File: config.mk
export PLATFORM = sky130hd
export DESIGN_NAME = main_fsm
export DESIGN_NICKNAME = d
export VERILOG_FILES = /design/src/rtl/main_fsm.sv
export SDC_FILE = /design/constraint.sdc
export NUM_CORES = 1
export LEC_CHECK = 0
export ABC_AREA = 1
export CAP_MARGIN = 20
export CORE_AREA = 4 4 41 43
export CTS_CLUSTER_SIZE = 25
export DETAILED_ROUTE_END_ITERATION = 10
export DIE_AREA = 0 0 45 47
export HOLD_SLACK_MARGIN = 0.06
export PLACE_DENSITY = 0.81
export SLEW_MARGIN = 15
export SYNTH_ARGS = -nofsm -noshare
export SYNTH_HDL_FRONTEND = slang
export SYNTH_SLANG_ARGS = --single-unit
File: constraint.sdc
create_clock -name clk -period 2.6 [get_ports clk]
set_clock_uncertainty 0.2 [all_clocks]
set_input_delay 0.39 -clock clk [delete_from_list [all_inputs] [get_ports clk]]
set_output_delay 0.39 -clock clk [all_outputs]
set_load 0.03 [all_outputs]
File: src/rtl/main_fsm.sv
// Multicycle MIPS-style control unit: Moore state machine with a mem_ready
// handshake on FETCH/MEMRD/MEMWR and a combinational PC-enable.
module main_fsm #(
  parameter int unsigned USE_MEM_READY = 1
) (
  input  logic       clk,
  input  logic       rst_n,
  input  logic [5:0] op,
  input  logic       zero,
  input  logic       mem_ready,
  output logic       mem_req,
  output logic       iord,
  output logic       mem_write,
  output logic       ir_write,
  output logic       reg_dst,
  output logic       memto_reg,
  output logic       reg_write,
  output logic       alu_src_a,
  output logic [1:0] alu_src_b,
  output logic [1:0] alu_op,
  output logic [1:0] pc_src,
  output logic       pc_en,
  output logic       illegal_op,
  output logic [3:0] state
);

  localparam logic [3:0] S_FETCH   = 4'd0;
  localparam logic [3:0] S_DECODE  = 4'd1;
  localparam logic [3:0] S_MEMADR  = 4'd2;
  localparam logic [3:0] S_MEMRD   = 4'd3;
  localparam logic [3:0] S_MEMWB   = 4'd4;
  localparam logic [3:0] S_MEMWR   = 4'd5;
  localparam logic [3:0] S_EXECUTE = 4'd6;
  localparam logic [3:0] S_ALUWB   = 4'd7;
  localparam logic [3:0] S_BRANCH  = 4'd8;
  localparam logic [3:0] S_ADDIEX  = 4'd9;
  localparam logic [3:0] S_ADDIWB  = 4'd10;
  localparam logic [3:0] S_JUMP    = 4'd11;

  localparam logic [5:0] OP_RTYPE = 6'b000000;
  localparam logic [5:0] OP_J     = 6'b000010;
  localparam logic [5:0] OP_BEQ   = 6'b000100;
  localparam logic [5:0] OP_ADDI  = 6'b001000;
  localparam logic [5:0] OP_LW    = 6'b100011;
  localparam logic [5:0] OP_SW    = 6'b101011;

  localparam logic [1:0] SRCB_REG   = 2'b00;
  localparam logic [1:0] SRCB_FOUR  = 2'b01;
  localparam logic [1:0] SRCB_IMM   = 2'b10;
  localparam logic [1:0] SRCB_SHIFT = 2'b11;

  localparam logic [1:0] ALU_ADD   = 2'b00;
  localparam logic [1:0] ALU_SUB   = 2'b01;
  localparam logic [1:0] ALU_FUNCT = 2'b10;

  localparam logic [1:0] PC_ALU    = 2'b00;
  localparam logic [1:0] PC_ALUOUT = 2'b01;
  localparam logic [1:0] PC_JUMP   = 2'b10;

  // Moore control word; pc_write/ir_load are later qualified by mem_ready.
  typedef struct packed {
    logic       mem_req;
    logic       iord;
    logic       mem_write;
    logic       ir_load;
    logic       reg_dst;
    logic       memto_reg;
    logic       reg_write;
    logic       alu_src_a;
    logic [1:0] alu_src_b;
    logic [1:0] alu_op;
    logic [1:0] pc_src;
    logic       pc_write;
    logic       branch;
  } ctrl_t;

  logic [3:0] state_q;
  logic [3:0] state_d;
  logic       mem_rdy;
  logic       op_legal;
  ctrl_t      ctrl;

  assign mem_rdy = (USE_MEM_READY != 0) ? mem_ready : 1'b1;

  always_comb begin
    op_legal = 1'b0;
    unique case (op)
      OP_RTYPE, OP_J, OP_BEQ, OP_ADDI, OP_LW, OP_SW: op_legal = 1'b1;
      default:                                       op_legal = 1'b0;
    endcase
  end

  // NOTE: sequential state uses non-blocking assignments so every flop samples
  // pre-edge values regardless of the order the simulator evaluates blocks.
  always_ff @(posedge clk or negedge rst_n) begin
    if (!rst_n) state_q <= S_FETCH;
    else        state_q <= state_d;
  end

  // NOTE: every combinational output gets a default before the case so no
  // path leaves it unassigned, which would otherwise infer a latch.
  always_comb begin
    state_d = S_FETCH;
    case (state_q)
      S_FETCH:   state_d = mem_rdy ? S_DECODE : S_FETCH;
      S_DECODE: begin
        case (op)
          OP_LW, OP_SW: state_d = S_MEMADR;
          OP_RTYPE:     state_d = S_EXECUTE;
          OP_BEQ:       state_d = S_BRANCH;
          OP_ADDI:      state_d = S_ADDIEX;
          OP_J:         state_d = S_JUMP;
          default:      state_d = S_FETCH;
        endcase
      end
      S_MEMADR:  state_d = (op == OP_LW) ? S_MEMRD : S_MEMWR;
      S_MEMRD:   state_d = mem_rdy ? S_MEMWB : S_MEMRD;
      S_MEMWB:   state_d = S_FETCH;
      S_MEMWR:   state_d = mem_rdy ? S_FETCH : S_MEMWR;
      S_EXECUTE: state_d = S_ALUWB;
      S_ALUWB:   state_d = S_FETCH;
      S_BRANCH:  state_d = S_FETCH;
      S_ADDIEX:  state_d = S_ADDIWB;
      S_ADDIWB:  state_d = S_FETCH;
      S_JUMP:    state_d = S_FETCH;
      default:   state_d = S_FETCH;
    endcase
  end

  always_comb begin
    ctrl = '0;
    case (state_q)
      S_FETCH: begin
        ctrl.mem_req   = 1'b1;
        ctrl.alu_src_b = SRCB_FOUR;
        ctrl.ir_load   = 1'b1;
        ctrl.pc_write  = 1'b1;
      end
      S_DECODE:  ctrl.alu_src_b = SRCB_SHIFT;
      S_MEMADR: begin
        ctrl.alu_src_a = 1'b1;
        ctrl.alu_src_b = SRCB_IMM;
      end
      S_MEMRD: begin
        ctrl.mem_req = 1'b1;
        ctrl.iord    = 1'b1;
      end
      S_MEMWB: begin
        ctrl.memto_reg = 1'b1;
        ctrl.reg_write = 1'b1;
      end
      S_MEMWR: begin
        ctrl.mem_req   = 1'b1;
        ctrl.iord      = 1'b1;
        ctrl.mem_write = 1'b1;
      end
      S_EXECUTE: begin
        ctrl.alu_src_a = 1'b1;
        ctrl.alu_op    = ALU_FUNCT;
      end
      S_ALUWB: begin
        ctrl.reg_dst   = 1'b1;
        ctrl.reg_write = 1'b1;
      end
      S_BRANCH: begin
        ctrl.alu_src_a = 1'b1;
        ctrl.alu_op    = ALU_SUB;
        ctrl.pc_src    = PC_ALUOUT;
        ctrl.branch    = 1'b1;
      end
      S_ADDIEX: begin
        ctrl.alu_src_a = 1'b1;
        ctrl.alu_src_b = SRCB_IMM;
      end
      S_ADDIWB:  ctrl.reg_write = 1'b1;
      S_JUMP: begin
        ctrl.pc_src   = PC_JUMP;
        ctrl.pc_write = 1'b1;
      end
      default:   ctrl = '0;
    endcase
  end

  // In FETCH the PC/IR loads wait for the memory handshake; JUMP loads at once.
  // Both are forced low while reset is held, even though state reads FETCH.
  logic pc_write_q;
  assign pc_write_q = ctrl.pc_write & ((state_q != S_FETCH) | mem_rdy);

  assign mem_req    = ctrl.mem_req;
  assign iord       = ctrl.iord;
  assign mem_write  = ctrl.mem_write;
  assign ir_write   = rst_n & ctrl.ir_load & mem_rdy;
  assign reg_dst    = ctrl.reg_dst;
  assign memto_reg  = ctrl.memto_reg;
  assign reg_write  = ctrl.reg_write;
  assign alu_src_a  = ctrl.alu_src_a;
  assign alu_src_b  = ctrl.alu_src_b;
  assign alu_op     = ALU_ADD | ctrl.alu_op;
  assign pc_src     = PC_ALU | ctrl.pc_src;
  assign pc_en      = rst_n & (pc_write_q | (ctrl.branch & zero));
  assign illegal_op = (state_q == S_DECODE) & ~op_legal;
  assign state      = state_q;

endmodule
# After elaboration in Yosys (flattened, before gate mapping)
# Cells that the tools add are included.
# Widths: inputs -> output; s select.
# word_totals
ff_bits,4
input_bits,10
output_inout_bits,20
word_cells,57
# classes
n_eq_ne,16
muxes,20
n_bitwise,9
reduce_logical,11
# op_table
op,count
$pmux 4 s7,1
$pmux 4 s5,1
$eq 4x3->1 const B,4
$eq 4x4->1 const B,4
$eq 6x6->1 const B,2
$mux 1,12
$mux 3,3
$eq 4x2->1 const B,2
$pmux 2 s2,2
$reduce_or 2->1,4
$and 1x1->1,6
$eq 6x2->1 const B,1
$eq 6x3->1 const B,1
$eq 6x4->1 const B,1
$logic_not 6->1,1
$pmux 2 s3,1
$reduce_or 3->1,2
$reduce_or 6->1,1
$eq 4x1->1 const B,1
$logic_not 4->1,1
$reduce_bool 4->1,1
$reduce_or 4->1,1
$or 1x1->1,2
$not 1->1,1

# Longest topological paths before layout
# Gate-level depths: netlist (run 1).
# logic_depth
word_depth,6
ltp_mapped,7
depth_no_buf,7

# Worst setup path before layout (run 1)
# OpenSTA, ideal clock, no wires.
# synth_timing
path_type,register to output
start,"reg state_q[1], in the netlist state[1]"
end,out pc_en
arrival_ns,1.766
required_time_ns,2.010
setup_slack_ns,0.244
stages_incl_launch_ff,8
path_buffers,0
path_cell_list,dfrtp_1 inv_1 nand2_1 nor2_1 nand2_1 nand2_1 nand2_1 o21ai_0
# synth_via
elab_chain_len,6
word_cells_on_any_way,12
cone_classes,eq/ne: 2; mux: 2; bitwise: 5; reduce/logical: 3
# synth_lines
item,line_no,text
"start, declared",77,logic [3:0] state_q;
"start signal, assigned",97,else state_q <= state_d;
$eq 4x4->1 / $logic_not 4->1 (equally long branches),132,case (state_q)
$reduce_or 2->1 (no source line),n/a,
$mux 1,132,
$and 1x1->1,187,assign pc_write_q = ctrl.pc_write & ((state_q != S_FETCH) | mem_rdy);
$or 1x1->1 *,200,assign pc_en = rst_n & (pc_write_q | (ctrl.branch & zero));
$and 1x1->1 *,200,
"end, declared",22,"output logic pc_en,"
# Every way passes the cells marked *; elsewhere a longest branch is shown, timed or not.

# Worst setup path in the final report (run 1)
# layout_timing
start,"reg state_q[1], in the netlist state[1]"
end,out alu_src_a
# layout_via
elab_chain_len,3
word_cells_on_any_way,6
cone_classes,eq/ne: 4; mux: 1; reduce/logical: 1
# layout_lines
item,line_no,text
$eq 4x4->1 (tied with other cells),132,
$reduce_or 4->1 (no source line) *,n/a,
$mux 1 *,132,
"end, declared",18,"output logic alu_src_a,"
# Marks and branches as above.

==> impl_metrics.env, run 1 <==
export IMPL_num_io_pins=30
export IMPL_arrival_ns=1.87
export IMPL_cp_end_kind="primary output"
export IMPL_first_iter_violations=14
export IMPL_fp_dieW_um=45
export IMPL_core_area_sq_um=1300
export IMPL_synth_cell_types=13
export IMPL_route_met3_wl_um=124
export IMPL_tns_ns=0
export IMPL_ys_seq_elements=4
export IMPL_layout_min_cycle_time_ns=2.46
export IMPL_p_sw_frac=0.468
export IMPL_largest_register_ffs=4
export IMPL_clock_path_buffers=2
export IMPL_drc=0
export IMPL_rsz0062_at_grt="no"
export IMPL_drv_slew=0
export IMPL_finalWirelength_um=1370
export IMPL_worstSetupPathType="reg2out"
export IMPL_grt_pass1_wl_um=2400
export IMPL_vias=713
export IMPL_htreeDepth=1
export IMPL_fin_nets=144
export IMPL_wl_met1_um=522
export IMPL_maxCapViolations=0
export IMPL_rows=13
export IMPL_netlist_area_sq_um=503
export IMPL_grt_usage=0.151
export IMPL_final_common_cell="nand2_1"
export IMPL_cts_clk_slew_worst_paths_ns=0.04
export IMPL_grt_overflow_total=0
export IMPL_clk_latency_ns=0.23
export IMPL_ant_nets=0
export IMPL_drive_gt1_frac=0.0606
export IMPL_worst_pin_slew_ns=0.321
export IMPL_switchingPower_mw=0.197
export IMPL_syn_nets=110
export IMPL_syn_inst=100
export IMPL_syn_area_per_cell_sq_um=5.03
export IMPL_leakage_nw=0.508
export IMPL_hold_slack_ns=0.285
export IMPL_dp_hpwl_um=1250
export IMPL_cp_start_kind="register"
export IMPL_power_density_nw_per_um2=501
export IMPL_crit_fanout=5
export IMPL_grt_pass1_vias=645
export IMPL_critPathRequiredTime_ns=2.01
export IMPL_setup_viol=0
export IMPL_yosys_top_cells_area="nand2_1, dfrtp_1, inv_1, nor2_1, nand3_1"
export IMPL_cts_sinks=4
export IMPL_cts_tree="yes"
export IMPL_port_buffers=29
export IMPL_status="finished, final reports clean"
export IMPL_cts_buffers=3
export IMPL_vias_per_cell=4.85
export IMPL_seqPwrFrac=0.197
export IMPL_dr_pass1_iters=4
export IMPL_areaGrowthSynthToFinish_pct=66.7
export IMPL_yosysTopAreaCell="nand2_1"
export IMPL_dr_wl_met2_um=697
export IMPL_seq_area_frac_synth=0.199
export IMPL_clockRootBuffer="clkbuf_4"
export IMPL_p_comb_frac=0.630
export IMPL_wl_per_cell_um=9.33
export IMPL_peakVddDrop_mv=0.187
export IMPL_max_clock_freq_mhz=406
export IMPL_antenna_found_initial=0
export IMPL_top_layer="met4"
export IMPL_netlist_area_leader_share=0.224
export IMPL_hold_viol=0
export IMPL_start_util=0.387
export IMPL_holdBufCountCts=0
export IMPL_most_common_layout_cells="nand2_1, clkdlybuf4s50_1, inv_1, nor2_1, nand3_1"
export IMPL_clkPwrFrac=0.173
export IMPL_hold_class="in2async"
export IMPL_power_internal_mw=0.223
export IMPL_dieArea_sq_um=2120
export IMPL_fin_util=0.644
export IMPL_grt_max_degree=7
export IMPL_diodes=0
export IMPL_ys_warn_count=0
export IMPL_routabilityCongestion=0.919
export IMPL_relSlewSlack=0.786
export IMPL_post_route_period_util=0.948
export IMPL_fp_dieH_um=47
## worst max-delay path, cell delays in order (launching register included)
cell             delay [ns]
dfrtp_1                0.40
inv_1                  0.11
nor2_1                 0.24
nand2_1                0.12
o21ai_0                0.09
clkdlybuf4s50_1        0.69
## cell families (layout without fill, tap and decap cells)
group | after synthesis | after routing | share of synthesized area
AO/OA/AOI/OAI | 10 | 10 | 0.0995
flip-flops | 4 | 4 | 0.199
buffers and inverters | 22 | 54 | 0.172
AND/OR/NAND/NOR | 64 | 64 | 0.530
## metrics by stage
stage	power (mW)	std cells	cell area (sq um)	worst slack (ns)
global placement	0.350	144	810	0.210
detailed placement	0.353	144	810	0.182
finish	0.420	147	838	0.135
global route	0.453	147	838	0.0179
floorplan	0.239	100	503	0.244
CTS	0.428	147	831	0.0829
## worst paths after layout
| path | cells after the start | to | slack [ns] | startpoint |
|---|---|---|---|---|
| min in group clk | 2 | state[3] | 0.49 | state[0] |
| worst min-delay path | 2 | state[2] | 0.29 | rst_n |
| worst max register to register | 7 | state[0] | 1.19 | state[1] |
| max in group asynchronous | 2 | state[0] | 1.81 | rst_n |
| worst min register to register | 2 | state[3] | 0.49 | state[0] |
| worst max-delay path | 5 | alu_src_a | 0.14 | state[1] |
## cells in the mapped netlist
| cell | count |
|---|---|
| nand2_1 | 30 |
| a21oi_1 | 1 |
| nor2_4 | 1 |
| nand3_1 | 9 |
| dfrtp_1 | 4 |
| nand2_2 | 1 |
| nor2_1 | 21 |
| o21ai_0 | 7 |
| buf_4 | 1 |
| or2_2 | 1 |
| nand4_1 | 1 |
| inv_1 | 21 |
| o21ai_1 | 2 |
## timing repair
item,4_1_cts,5_1_grt
gates resized for setup,1,3
buffers inserted,0,0
pin swaps,0,0
setup endpoints to repair,1,3
endpoints found under the hold margin,0,0
## metal layers
layer	track usage	up-vias
met4	0.0819	0
li1	-	370
met3	0.0115	3
met5	0	-
met2	0.294	29
met1	0.158	311
## power by group through the flow
stage	clock network [mW]	registers, mW	logic (mW)
floorplan	0	0.0971	0.142
global placement	0	0.0838	0.266
detailed placement	0	0.0832	0.270
CTS	0.0768	0.0826	0.268
global route	0.0854	0.0840	0.283
finish	0.0726	0.0827	0.265
## area by class of cell
| type | instances | area, sq um |
|---|---|---|
| multi-input combinational | 74 | 317 |
| inverter | 21 | 78.8 |
| timing repair buffer | 30 | 302 |
| clock buffer | 3 | 22.5 |
| sequential | 4 | 100 |
| tap | 15 | 18.8 |
| fill | 135 | 463 |
(Power assumes the default switching activity.)
==> run 2, diff against run 1 <==
CORE_AREA = 2 2 39 41   (was 4 4 41 43)
DIE_AREA = 0 0 41 43   (was 0 0 45 47)
==> impl_metrics.env, run 2 (synthesis gave the netlist of run 1 again) <==
export IMPL_status="finished, final reports clean"
export IMPL_antenna_found_initial=0
export IMPL_cp_start_kind="register"
export IMPL_fin_util=0.608
export IMPL_fp_dieH_um=43
export IMPL_grt_usage=0.171
export IMPL_rows=14
export IMPL_cp_end_kind="primary output"
export IMPL_vias=673
export IMPL_leakage_nw=0.502
export IMPL_largest_register_ffs=4
export IMPL_rsz0062_at_grt="no"
export IMPL_placed_cells=145
export IMPL_hold_viol=0
export IMPL_core_area_sq_um=1380
export IMPL_drive_gt1_frac=0.0606
export IMPL_cts_setup_buffers=0
export IMPL_r2r_end="state[0]"
export IMPL_setup_viol=0
export IMPL_post_route_period_util=0.940
export IMPL_port_buffers=29
export IMPL_areaGrowthSynthToFinish_pct=67.2
export IMPL_clock_path_buffers=2
export IMPL_peakVddDrop_mv=0.205
export IMPL_diodes=0
export IMPL_vias_per_cell=4.55
export IMPL_cts_buffers=3
export IMPL_first_iter_violations=20
export IMPL_clk_latency_ns=0.23
export IMPL_crit_fanout=5
export IMPL_dr_pass1_iters=4
export IMPL_grt_pass1_wl_um=2130
export IMPL_worstSetupPathType="reg2out"
export IMPL_reg2reg_depth=7
export IMPL_finalWirelength_um=1320
export IMPL_grt_max_degree=7
export IMPL_fp_dieW_um=41
export IMPL_relSlewSlack=0.789
export IMPL_max_clock_freq_mhz=409
export IMPL_worst_pin_slew_ns=0.316
export IMPL_grt_pass1_vias=606
export IMPL_arrival_ns=1.85
export IMPL_drv_slew=0
export IMPL_r2r_start="state[1]"
export IMPL_most_common_layout_cells="nand2_1, clkdlybuf4s50_1, inv_1, nor2_1, nand3_1"
export IMPL_wl_per_cell_um=8.90
export IMPL_reg2reg_slack_ns=1.23
export IMPL_maxCapViolations=0
export IMPL_cts_tree="yes"
export IMPL_ant_nets=0
export IMPL_tns_ns=0
export IMPL_cts_clk_slew_worst_paths_ns=0.04
export IMPL_num_io_pins=30
export IMPL_htreeDepth=1
export IMPL_start_util=0.363
export IMPL_layout_min_cycle_time_ns=2.44
export IMPL_instances_no_fill=148
export IMPL_fillers=148
export IMPL_dieArea_sq_um=1760
export IMPL_cts_sinks=4
export IMPL_clockRootBuffer="clkbuf_4"
export IMPL_hold_class="in2async"
export IMPL_grt_overflow_total=0
export IMPL_drc=0
export IMPL_routabilityCongestion=0.747
export IMPL_final_common_cell="nand2_1"
export IMPL_power_density_nw_per_um2=500
export IMPL_fin_nets=144
export IMPL_dp_hpwl_um=1170
export IMPL_critPathRequiredTime_ns=2.01
run 2: cell count changes in the layout (fill, tap and decap cells not counted):
| cell | delta |
|---|---|
| clkdlybuf4s50_1 | +1 |
| dlygate4sd2_1 | -1 |
run 2: timing repair:
action | 4_1_cts | 5_1_grt
endpoints found under the setup margin | 0 | 3
resized for setup | 0 | 3
hold buffers | 0 | 0
hold endpoints to repair | 0 | 0
run 2: metal layers:
metal | global-route usage | wire (um)
met1 | 0.170 | 510
met2 | 0.328 | 688
met3 | 0.0157 | 113
met4 | 0.0600 | 4
met5 | 0 | 0
run 2: worst max path at each step:
stage,startpoint,end,slack (ns),cells past startpoint
after CTS,state[1],pc_en,0.004,8
after global placement,mem_ready,pc_en,0.21,4
after detailed placement,mem_ready,pc_en,0.17,4
after floorplan,state[1],pc_en,0.24,7
after global routing,state[1],alu_src_a,0.02,5
final,state[1],alu_src_a,0.16,5
run 2: report_power, final:
part	switching, mW	total, mW	internal [mW]
Combinational	0.162	0.265	0.103
Clock	0.0219	0.0733	0.0514
Sequential	0.0117	0.0823	0.0706
Total	0.195	0.420	0.225
run 2: critical path: stages, from the launching register on:
cell,delay [ns]
dfrtp_1,0.39
inv_1,0.10
nor2_1,0.23
nand2_1,0.12
o21ai_0,0.09
clkdlybuf4s50_1,0.69
run 2: cell type report:
| class | count | area, sq um | share of cell area |
|---|---|---|---|
| Multi-Input combinational cell | 74 | 317 | 0.376 |
| Timing Repair Buffer | 30 | 303 | 0.360 |
| Sequential cell | 4 | 100 | 0.119 |
| Inverter | 21 | 78.8 | 0.0938 |
| Clock buffer | 3 | 22.5 | 0.0268 |
| Tap cell | 16 | 20.0 | 0.0238 |
run 2: stage by stage:
stage	instance area (sq um)	power (mW)	hold WS [ns]	worst slack, ns
CTS	833	0.426	0.288	0.00439
global placement	811	0.348	0.484	0.215
floorplan	503	0.239	-0.106	0.244
global route	841	0.450	0.302	0.0185
finish	841	0.420	0.292	0.156
detailed placement	811	0.351	0.483	0.168
